### src/rtl/rvj1_mem_arb.sv
// rvj1 single-port memory arbiter: IFU and LSU share one mem port, one
// outstanding transaction. Ports: ifu_*/lsu_* requesters, mem_* memory side.
module rvj1_mem_arb #(
  parameter int XLEN           = 32,
  parameter int MAX_LSU_STREAK = 4
) (
  input  logic              clk_i,
  input  logic              rstn_i,
  input  logic              ifu_req_valid_i,
  output logic              ifu_req_ready_o,
  input  logic [XLEN-1:0]   ifu_addr_i,
  input  logic              ifu_flush_i,
  output logic              ifu_rsp_valid_o,
  output logic [XLEN-1:0]   ifu_rsp_data_o,
  input  logic              lsu_req_valid_i,
  output logic              lsu_req_ready_o,
  input  logic [XLEN-1:0]   lsu_addr_i,
  input  logic              lsu_we_i,
  input  logic [XLEN/8-1:0] lsu_be_i,
  input  logic [XLEN-1:0]   lsu_wdata_i,
  output logic              lsu_rsp_valid_o,
  output logic [XLEN-1:0]   lsu_rsp_data_o,
  output logic              mem_req_valid_o,
  input  logic              mem_req_ready_i,
  output logic [XLEN-1:0]   mem_addr_o,
  output logic              mem_we_o,
  output logic [XLEN/8-1:0] mem_be_o,
  output logic [XLEN-1:0]   mem_wdata_o,
  input  logic              mem_rsp_valid_i,
  input  logic [XLEN-1:0]   mem_rsp_data_i
);

  localparam int BEW = XLEN / 8;
  localparam int SW  = $clog2(MAX_LSU_STREAK + 1);
  localparam logic [SW-1:0] SMAX = SW'(MAX_LSU_STREAK);

  typedef enum logic [1:0] {
    IDLE,
    REQ,
    WAIT_RSP
  } state_e;

  typedef enum logic {
    OWN_IFU,
    OWN_LSU
  } owner_e;

  state_e          state_q, state_d;
  owner_e          owner_q, owner_d;
  logic [SW-1:0]   streak_q, streak_d;
  logic            drop_q, drop_d;
  logic            mem_req_valid_q, mem_req_valid_d;
  logic [XLEN-1:0] addr_q, addr_d;
  logic            we_q, we_d;
  logic [BEW-1:0]  be_q, be_d;
  logic [XLEN-1:0] wdata_q, wdata_d;
  logic            ifu_rsp_valid_q, ifu_rsp_valid_d;
  logic [XLEN-1:0] ifu_rsp_data_q, ifu_rsp_data_d;
  logic            lsu_rsp_valid_q, lsu_rsp_valid_d;
  logic [XLEN-1:0] lsu_rsp_data_q, lsu_rsp_data_d;

  logic idle;
  logic lsu_win;
  logic ifu_win;

  // Once the LSU has won MAX_LSU_STREAK contested rounds, a waiting
  // fetch takes the next grant.
  assign idle    = (state_q == IDLE);
  assign lsu_win = lsu_req_valid_i &&
                   !(ifu_req_valid_i && (streak_q == SMAX));
  assign ifu_win = !lsu_win && ifu_req_valid_i;

  assign lsu_req_ready_o = idle && lsu_win;
  assign ifu_req_ready_o = idle && ifu_win;

  always_comb begin
    state_d         = state_q;
    owner_d         = owner_q;
    streak_d        = streak_q;
    drop_d          = drop_q;
    mem_req_valid_d = mem_req_valid_q;
    addr_d          = addr_q;
    we_d            = we_q;
    be_d            = be_q;
    wdata_d         = wdata_q;
    ifu_rsp_valid_d = 1'b0;
    ifu_rsp_data_d  = ifu_rsp_data_q;
    lsu_rsp_valid_d = 1'b0;
    lsu_rsp_data_d  = lsu_rsp_data_q;

    unique case (state_q)
      IDLE: begin
        if (lsu_win) begin
          state_d         = REQ;
          owner_d         = OWN_LSU;
          mem_req_valid_d = 1'b1;
          addr_d          = lsu_addr_i;
          we_d            = lsu_we_i;
          be_d            = lsu_be_i;
          wdata_d         = lsu_wdata_i;
          if (ifu_req_valid_i && (streak_q < SMAX))
            streak_d = streak_q + SW'(1);
        end else if (ifu_win) begin
          state_d         = REQ;
          owner_d         = OWN_IFU;
          mem_req_valid_d = 1'b1;
          addr_d          = ifu_addr_i;
          we_d            = 1'b0;
          be_d            = '1;
          wdata_d         = '0;
          streak_d        = '0;
        end
      end
      REQ: begin
        if (owner_q == OWN_IFU && ifu_flush_i)
          drop_d = 1'b1;
        if (mem_req_ready_i) begin
          mem_req_valid_d = 1'b0;
          state_d         = WAIT_RSP;
        end
      end
      WAIT_RSP: begin
        if (owner_q == OWN_IFU && ifu_flush_i)
          drop_d = 1'b1;
        if (mem_rsp_valid_i) begin
          state_d = IDLE;
          drop_d  = 1'b0;
          if (owner_q == OWN_LSU) begin
            lsu_rsp_valid_d = 1'b1;
            lsu_rsp_data_d  = mem_rsp_data_i;
          end else if (!(drop_q || ifu_flush_i)) begin
            ifu_rsp_valid_d = 1'b1;
            ifu_rsp_data_d  = mem_rsp_data_i;
          end
        end
      end
      default: state_d = IDLE;
    endcase
  end

  always_ff @(posedge clk_i) begin
    if (!rstn_i) begin
      state_q         <= IDLE;
      owner_q         <= OWN_IFU;
      streak_q        <= '0;
      drop_q          <= 1'b0;
      mem_req_valid_q <= 1'b0;
      addr_q          <= '0;
      we_q            <= 1'b0;
      be_q            <= '0;
      wdata_q         <= '0;
      ifu_rsp_valid_q <= 1'b0;
      ifu_rsp_data_q  <= '0;
      lsu_rsp_valid_q <= 1'b0;
      lsu_rsp_data_q  <= '0;
    end else begin
      state_q         <= state_d;
      owner_q         <= owner_d;
      streak_q        <= streak_d;
      drop_q          <= drop_d;
      mem_req_valid_q <= mem_req_valid_d;
      addr_q          <= addr_d;
      we_q            <= we_d;
      be_q            <= be_d;
      wdata_q         <= wdata_d;
      ifu_rsp_valid_q <= ifu_rsp_valid_d;
      ifu_rsp_data_q  <= ifu_rsp_data_d;
      lsu_rsp_valid_q <= lsu_rsp_valid_d;
      lsu_rsp_data_q  <= lsu_rsp_data_d;
    end
  end

  assign mem_req_valid_o = mem_req_valid_q;
  assign mem_addr_o      = addr_q;
  assign mem_we_o        = we_q;
  assign mem_be_o        = be_q;
  assign mem_wdata_o     = wdata_q;
  assign ifu_rsp_valid_o = ifu_rsp_valid_q;
  assign ifu_rsp_data_o  = ifu_rsp_data_q;
  assign lsu_rsp_valid_o = lsu_rsp_valid_q;
  assign lsu_rsp_data_o  = lsu_rsp_data_q;

endmodule

### config.mk
export PLATFORM = sky130hd
export DESIGN_NAME = rvj1_mem_arb
export DESIGN_NICKNAME = d
export VERILOG_FILES = /design/src/rtl/rvj1_mem_arb.sv
export SDC_FILE = /design/constraint.sdc
export NUM_CORES = 1
export LEC_CHECK = 0
export CORE_ASPECT_RATIO = 1.2
export CORE_MARGIN = 2
export CORE_UTILIZATION = 41
export DETAILED_ROUTE_END_ITERATION = 6
export PLACE_DENSITY = 0.82
export SLEW_MARGIN = 20
export SYNTH_ARGS = -nofsm -noshare
export SYNTH_HDL_FRONTEND = slang
export SYNTH_SLANG_ARGS = --single-unit
### constraint.sdc
create_clock -name clk_i -period 1.8 [get_ports clk_i]
set_input_delay 0.18 -clock clk_i [delete_from_list [all_inputs] [get_ports clk_i]]
set_output_delay 0.18 -clock clk_i [all_outputs]
set_load 0.01 [all_outputs]
==> impl_results.md, run 1 <==
- Hold crit path type: in -> reg
- Die area: 14830 um2
- Ant diodes: 0
- Status: finished clean
- Critical path type: reg -> out
- H-Tree Depth: 4
- Initial antenna violation count: 0
- Syn_nets: 804
- Sequential area share after synthesis: 50.33%
- Req. time, crit path: 1620 ps
- Clk buf depth: 2
- Multi-input gate area: 2494 um2
- Number of distinct library cells after synthesis: 36
- Minimum clock period: 1618 ps
- Total Power: 8.851 mW
- Most frequent cell after synthesis: dfxtp_1
- R2R setup slack: 180 ps
- Initial core utilization: 41.51%
- Cells after Synth: 658
- Average wire per standard cell: 17.16 um
- Critical Path Start Type: register
- CP arrival: 1440 ps
- GR Overflow Total: 0
- CTS Hold Bufs: 0
- Routed vias: 5991
- Initial DRC Count: 440
- Syn avg cell area: 8.644 um2
- Seq cells post-synth: 143
- Largest net degree at the start of global routing: 67
- Cell Area, Synth: 5688 um2
- Register cell area after layout: 2865 um2
- CTS Buf Count: 17
- CP Capture Type: output pin
- Fin nets: 1063
- Final setup violation count: 0
- Overall routing resource usage: 24.91%
- Post-DP Area: 8678 um2
- Post-CTS Setup Inserts: 0
- Global-route wire length before repair: 29770 um
- Critical path peak fanout: 3
- Vias per inst: 5.441
- CTS clk-pin slew, worst paths: 60 ps
- Top cells by area, synth: dfxtp_1, a21oi_1, o21ai_0, a32oi_1, nand2_1
- DP HPWL: 12790 um
- DRC viols: 0
- CTS root buffer: clkbuf_16
- Layout cell share with drive strength beyond 1: 8.280%
- Cell taking the most area after synthesis: dfxtp_1
- Synth async-reset ratio: 0%
- Slew @ Worst Pin: 512.8 ps
- Cell Count, Final, Fillers Out: 1101
- Peak supply drop: 0.5655 mV
- Pwr/cell area: 957.1 nW/um2
- Highest clock rate: 0.6179 GHz
- Headroom to the max-slew limit: 65.81%
- Core area: 13700 um2
- Top-area cell type share of the netlist area: 50.33%
- Antenna Nets Post-Route: 0
- Final period util: 89.90%
- Post-synth EDFFs: 0
- Chip height: 133.0 um
- Final Max Slew Viols: 0
- Placed insts: 1069
- Final Skew: 11.41 ps
- Max-cap viol count: 0
- Std cell rows: 47
- Leakage power: 3.229 nW
- Via count of the first global-routing pass: 5835
- Gpl congestion: 0.8334
- DRT Wirelength: 18900 um
- P&R area growth vs syn: 62.58%
- Layout fillers: 1085
- Setup TNS after final layout: 0 ps
- TritonCTS clock tree: done
- RSZ-0062 raised after global routing: false
- Design Area, Final: 9248 um2
- YS warnings: 0
- Die W: 111.5 um
- DRT Pass-1 Iters: 5
- Post-synth top flop: dfxtp_1
- # clock sinks: 143
- I/O pins: 278
- Most frequent cells after synthesis: dfxtp_1, a21oi_1, o21ai_0
- Clock Latency Late Sink: 420 ps
- Final Hold Viols: 0
- Number of I/O port buffers: 277
## power by group
group / internal [mW] / total (mW) / leakage, nW / switching [mW]
Clock: 1.86 / 3.17 / 0.258 / 1.31
Combinational: 1.12 / 2.09 / 1.80 / 0.975
Sequential: 3.44 / 3.59 / 1.17 / 0.147
## repair_timing
item,in CTS,in global routing
setup endpoints to repair,2,18
pin swaps,1,0
gates resized for setup,9,11
## path summary, 6_finish.rpt
kind                              to  cells past startpoint               start
hold / removal         mem_addr_o[7]                      3       ifu_addr_i[7]
hold reg to reg   lsu_rsp_data_o[13]                      2  lsu_rsp_data_o[13]
setup reg to reg       mem_addr_o[3]                      7         streak_q[0]
setup / recovery     lsu_req_ready_o                      7         streak_q[1]
## placed cells by master, fill, tap and decap left out, drive strengths merged, types with 6 or more instances in the layout
cell,n
o21ai,100
nor2,36
clkdlybuf4s50,275
dfxtp,143
nand2,70
buf,34
nand3b,32
clkbuf,22
inv,8
a31oi,34
ha,6
clkinv,6
a21oi,100
a32oi,34
## cell type report
| cell class | instances | area share, % |
|---|---|---|
| clock buffer | 22 | 5.128 |
| tap | 171 | 2.314 |
| timing repair buffer | 309 | 33.59 |
| sequential | 143 | 30.98 |
| inverter | 8 | 0.3247 |
| clock inverter | 10 | 0.6900 |
| multi-input combinational | 438 | 26.97 |
## metal layers
metal	part of all wire, %	GRT usage, %	wire, um
met1	38	26.81	7177
met2	51	43.33	9580
met3	6.4	7.513	1210
met4	4.9	14.27	927
met5	0	0	0
## per-stage QoR
step,setup slack [ps],utilization (%),hold slack (ps)
global placement,-98.80,63.34,440.2
detailed placement,-96.29,63.34,443.7
global route,62.49,67.49,318.2
CTS,1.508,67.35,308.2
finish,181.7,67.49,326.1
floorplan,300.3,-,296.5
## critical path, cell delays in order, from the launching register on
cell     delay [ps]
dfxtp_2         330
inv_2            60
ha_4            140
nand3_2         100
buf_4           150
nand2_1          70
inv_1            40
buf_2           130
## cells by family (layout without fill, tap and decap cells)
group / Yosys count / in the layout / share of synthesized area (%)
AO/OA/AOI/OAI: 278 / 278 / 28.27
AND/OR/NAND/NOR: 154 / 154 / 13.44
flip-flops: 143 / 143 / 50.33
buffers and inverters: 77 / 349 / 6.643
adder cells (fa/ha/maj): 6 / 6 / 1.320
## state kept, by name, indices dropped and copies added (netlist names)
| register | cells |
|---|---|
| mem_we_o | 1 |
| mem_req_valid_o | 1 |
| lsu_rsp_data_o | 32 |
| owner_q | 1 |
| mem_wdata_o | 32 |
| mem_addr_o | 32 |
| ifu_rsp_data_o | 32 |
| drop_q | 1 |
| lsu_rsp_valid_o | 1 |
| streak_q | 3 |
| ifu_rsp_valid_o | 1 |
| mem_be_o | 4 |
| state_q | 2 |
Power figures use the tool's default switching activity.
==> run 2: changes to the inputs <==
- CORE_UTILIZATION: 41 -> 37
- PLACE_DENSITY: 0.82 -> 0.78
- clock period: 1.8 -> 1.4 ns (I/O delays scaled with it)
==> run 2 against run 1 <==
The run now ends with setup timing left. Clock power up 43%. Non-clock buffer count up 25. Hold slack worse by 40 ps. First-iteration DRC count down 2.7%. Flip-flop and latch count unchanged. Critical endpoint is now mem_addr_o[13].
==> impl_results.md, run 2 (synthesis results as in run 1) <==
- Pwr/cell area: 1148 nW/um2
- Most frequent cells in the layout: dfxtp_1, clkdlybuf4s50_1, dlygate4sd2_1
- CP max stage cell: dfxtp_2
- Vias per inst: 5.544
- Std cell rows: 49
- CP Cell Sequence: inv_2 > ha_4 > nand3_4 > buf_6 > buf_12 > buf_12 > buf_16 > a31oi_1 > a21oi_1
- Peak supply drop: 0.7281 mV
- Status: complete, but fails checks
- H-Tree Depth: 4
- Via count of the first global-routing pass: 6035
- Top Layer Used: met4
- Highest clock rate: 0.6121 GHz
- Gpl congestion: 0.8325
- # clock sinks: 143
- Hold crit path type: in -> reg
- Critical path type: reg -> reg
- Chip height: 139.8 um
- Total Power: 12.33 mW
- P&R area growth vs syn: 88.71%
- Global-route wire length before repair: 31520 um
- Critical Path End: mem_addr_o[13]
- Setup TNS after final layout: -12180 ps
- Reg2reg path depth: 9
- Final Max Slew Viols: 0
- Final setup violation count: 134
- Buffers & Inverters on Critical Path: 5
- Layout cell share with drive strength beyond 1: 26.70%
- Final worst setup slack: -233.8 ps
- DRT Pass-1 Iters: 5
- I/O pins: 278
- Internal: 8.777 mW
- Share of power burned in registers: 37.5%
- Met2 routed WL: 11820 um
- Initial antenna violation count: 0
- Minimum clock period: 1634 ps
- Core area: 15020 um2
- GR Overflow Total: 0
- CP arrival: 1940 ps
- Initial DRC Count: 428
- Critical Path Stages: 9
- DRC viols: 0
- Antenna Nets Post-Route: 0
- Sw Pwr: 3.551 mW
- CTS Buf Count: 17
- Final period util: 116.7%
- Slew @ Worst Pin: 370.4 ps
- Initial core utilization: 37.87%
- Clock Power Share: 36.7%
- Final Hold Viols: 0
- TritonCTS clock tree: done
- Die area: 16380 um2
- Fin nets: 1088
- Leakage power: 4.428 nW
- Critical Path Start Type: register
- Met1 Wirelength: 8709 um
- CP most frequent cell: buf_12
- RR Endpoint: mem_addr_o[13]
- Req. time, crit path: 1700 ps
- Comb pwr share: 25.8%
- Die W: 117.2 um
- CP top delay family: buffers and inverters
- Clk buf depth: 2
- CP Capture Type: register
- CTS root buffer: clkbuf_16
- Max-cap viol count: 0
- Average wire per standard cell: 19.89 um
- DRT Wirelength: 23060 um
- Max incr delay on CP: 330 ps
- Failing checks: setup timing
- Crit path from: streak_q[1]
- Routed vias: 6426
- Sw Ratio: 28.81%
- DR WL met3: 1502 um
- Final Skew: 10.15 ps
- Overall routing resource usage: 24.60%
- Number of I/O port buffers: 277
- Clock Latency Late Sink: 420 ps
- Critical path peak fanout: 8
- CTS Hold Bufs: 0
- R2R setup slack: -230 ps
- RSZ-0062 raised after global routing: true
- DP HPWL: 12530 um
- Largest net degree at the start of global routing: 67
- CTS clk-pin slew, worst paths: 60 ps
- Ant diodes: 0
- R2r startpoint: streak_q[1]
- Headroom to the max-slew limit: 75.31%
-- run 2: stage by stage --
stage               setup slack, ps  std cells  hold slack [ps]  util (%)  instance area, um2
floorplan                     6.422        658            256.5         -                5714
global placement             -346.7       1106            441.8     58.61                8803
detailed placement           -355.4       1106            446.2     58.61                8803
CTS                          -123.4       1153            265.3     64.98                9761
global route                 -297.8       1159            272.9     71.46               10730
finish                       -233.8       1159            286.1     71.46               10730
-- run 2: worst min path at each step --
| stage | start | to | depth (start not counted) |
|---|---|---|---|
| 3_5_place_dp | lsu_rsp_data_o[23] | lsu_rsp_data_o[23] | 2 |
| 5_1_grt | ifu_addr_i[21] | mem_addr_o[21] | 3 |
| 6_report | ifu_addr_i[22] | mem_addr_o[22] | 3 |
| 2_1_floorplan | mem_rsp_valid_i | drop_q | 1 |
| 4_1_cts | ifu_addr_i[23] | mem_addr_o[23] | 3 |
| 3_3_place_gp | lsu_rsp_data_o[5] | lsu_rsp_data_o[5] | 2 |
-- run 2: area by class of cell --
| class | instances | area [um2] |
|---|---|---|
| Clock buffer | 22 | 484.2 |
| Tap cell | 204 | 255.2 |
| Clock inverter | 10 | 110.1 |
| Multi-Input combinational cell | 438 | 3460 |
| Fill cell | 1079 | 4287 |
| Sequential cell | 143 | 2868 |
| Inverter | 8 | 31.28 |
| Timing Repair Buffer | 334 | 3526 |
-- run 2: routing by layer --
layer,vias to the layer above,GRT usage [%]
met5,-,0
met4,0,12.38
met3,77,6.969
met2,288,41.14
met1,3090,28.22
li1,2971,-
-- run 2: repair_timing --
| action | CTS | global route |
|---|---|---|
| endpoints found under the setup margin | 253 | 132 |
| pin swaps | 69 | 94 |
| gates resized for setup | 227 | 194 |
| gates cloned | 9 | 6 |
| setup buffers | 6 | 2 |
-- run 2: worst register-to-register path: stages, from the launching register on --
cell     delay, ps
dfxtp_2        330
inv_2           70
ha_4           150
nand3_4         80
buf_6          140
buf_12         150
buf_12         140
buf_16         140
a31oi_1        210
a21oi_1        100
-- run 2: power groups by stage --
stage / registers (mW) / clock network, mW / logic, mW
6_report: 4.63 / 4.52 / 3.18
5_1_grt: 4.67 / 4.77 / 3.37
4_1_cts: 4.60 / 4.57 / 2.67
3_5_place_dp: 4.69 / 0 / 2.69
3_3_place_gp: 4.68 / 0 / 2.68
2_1_floorplan: 4.84 / 0 / 1.08
==> run 3: changes to the inputs <==
- RECOVER_POWER: not set -> 100
==> results of run 3 <==
Same layout as run 2: the final DEF is identical, and so are final timing and power.
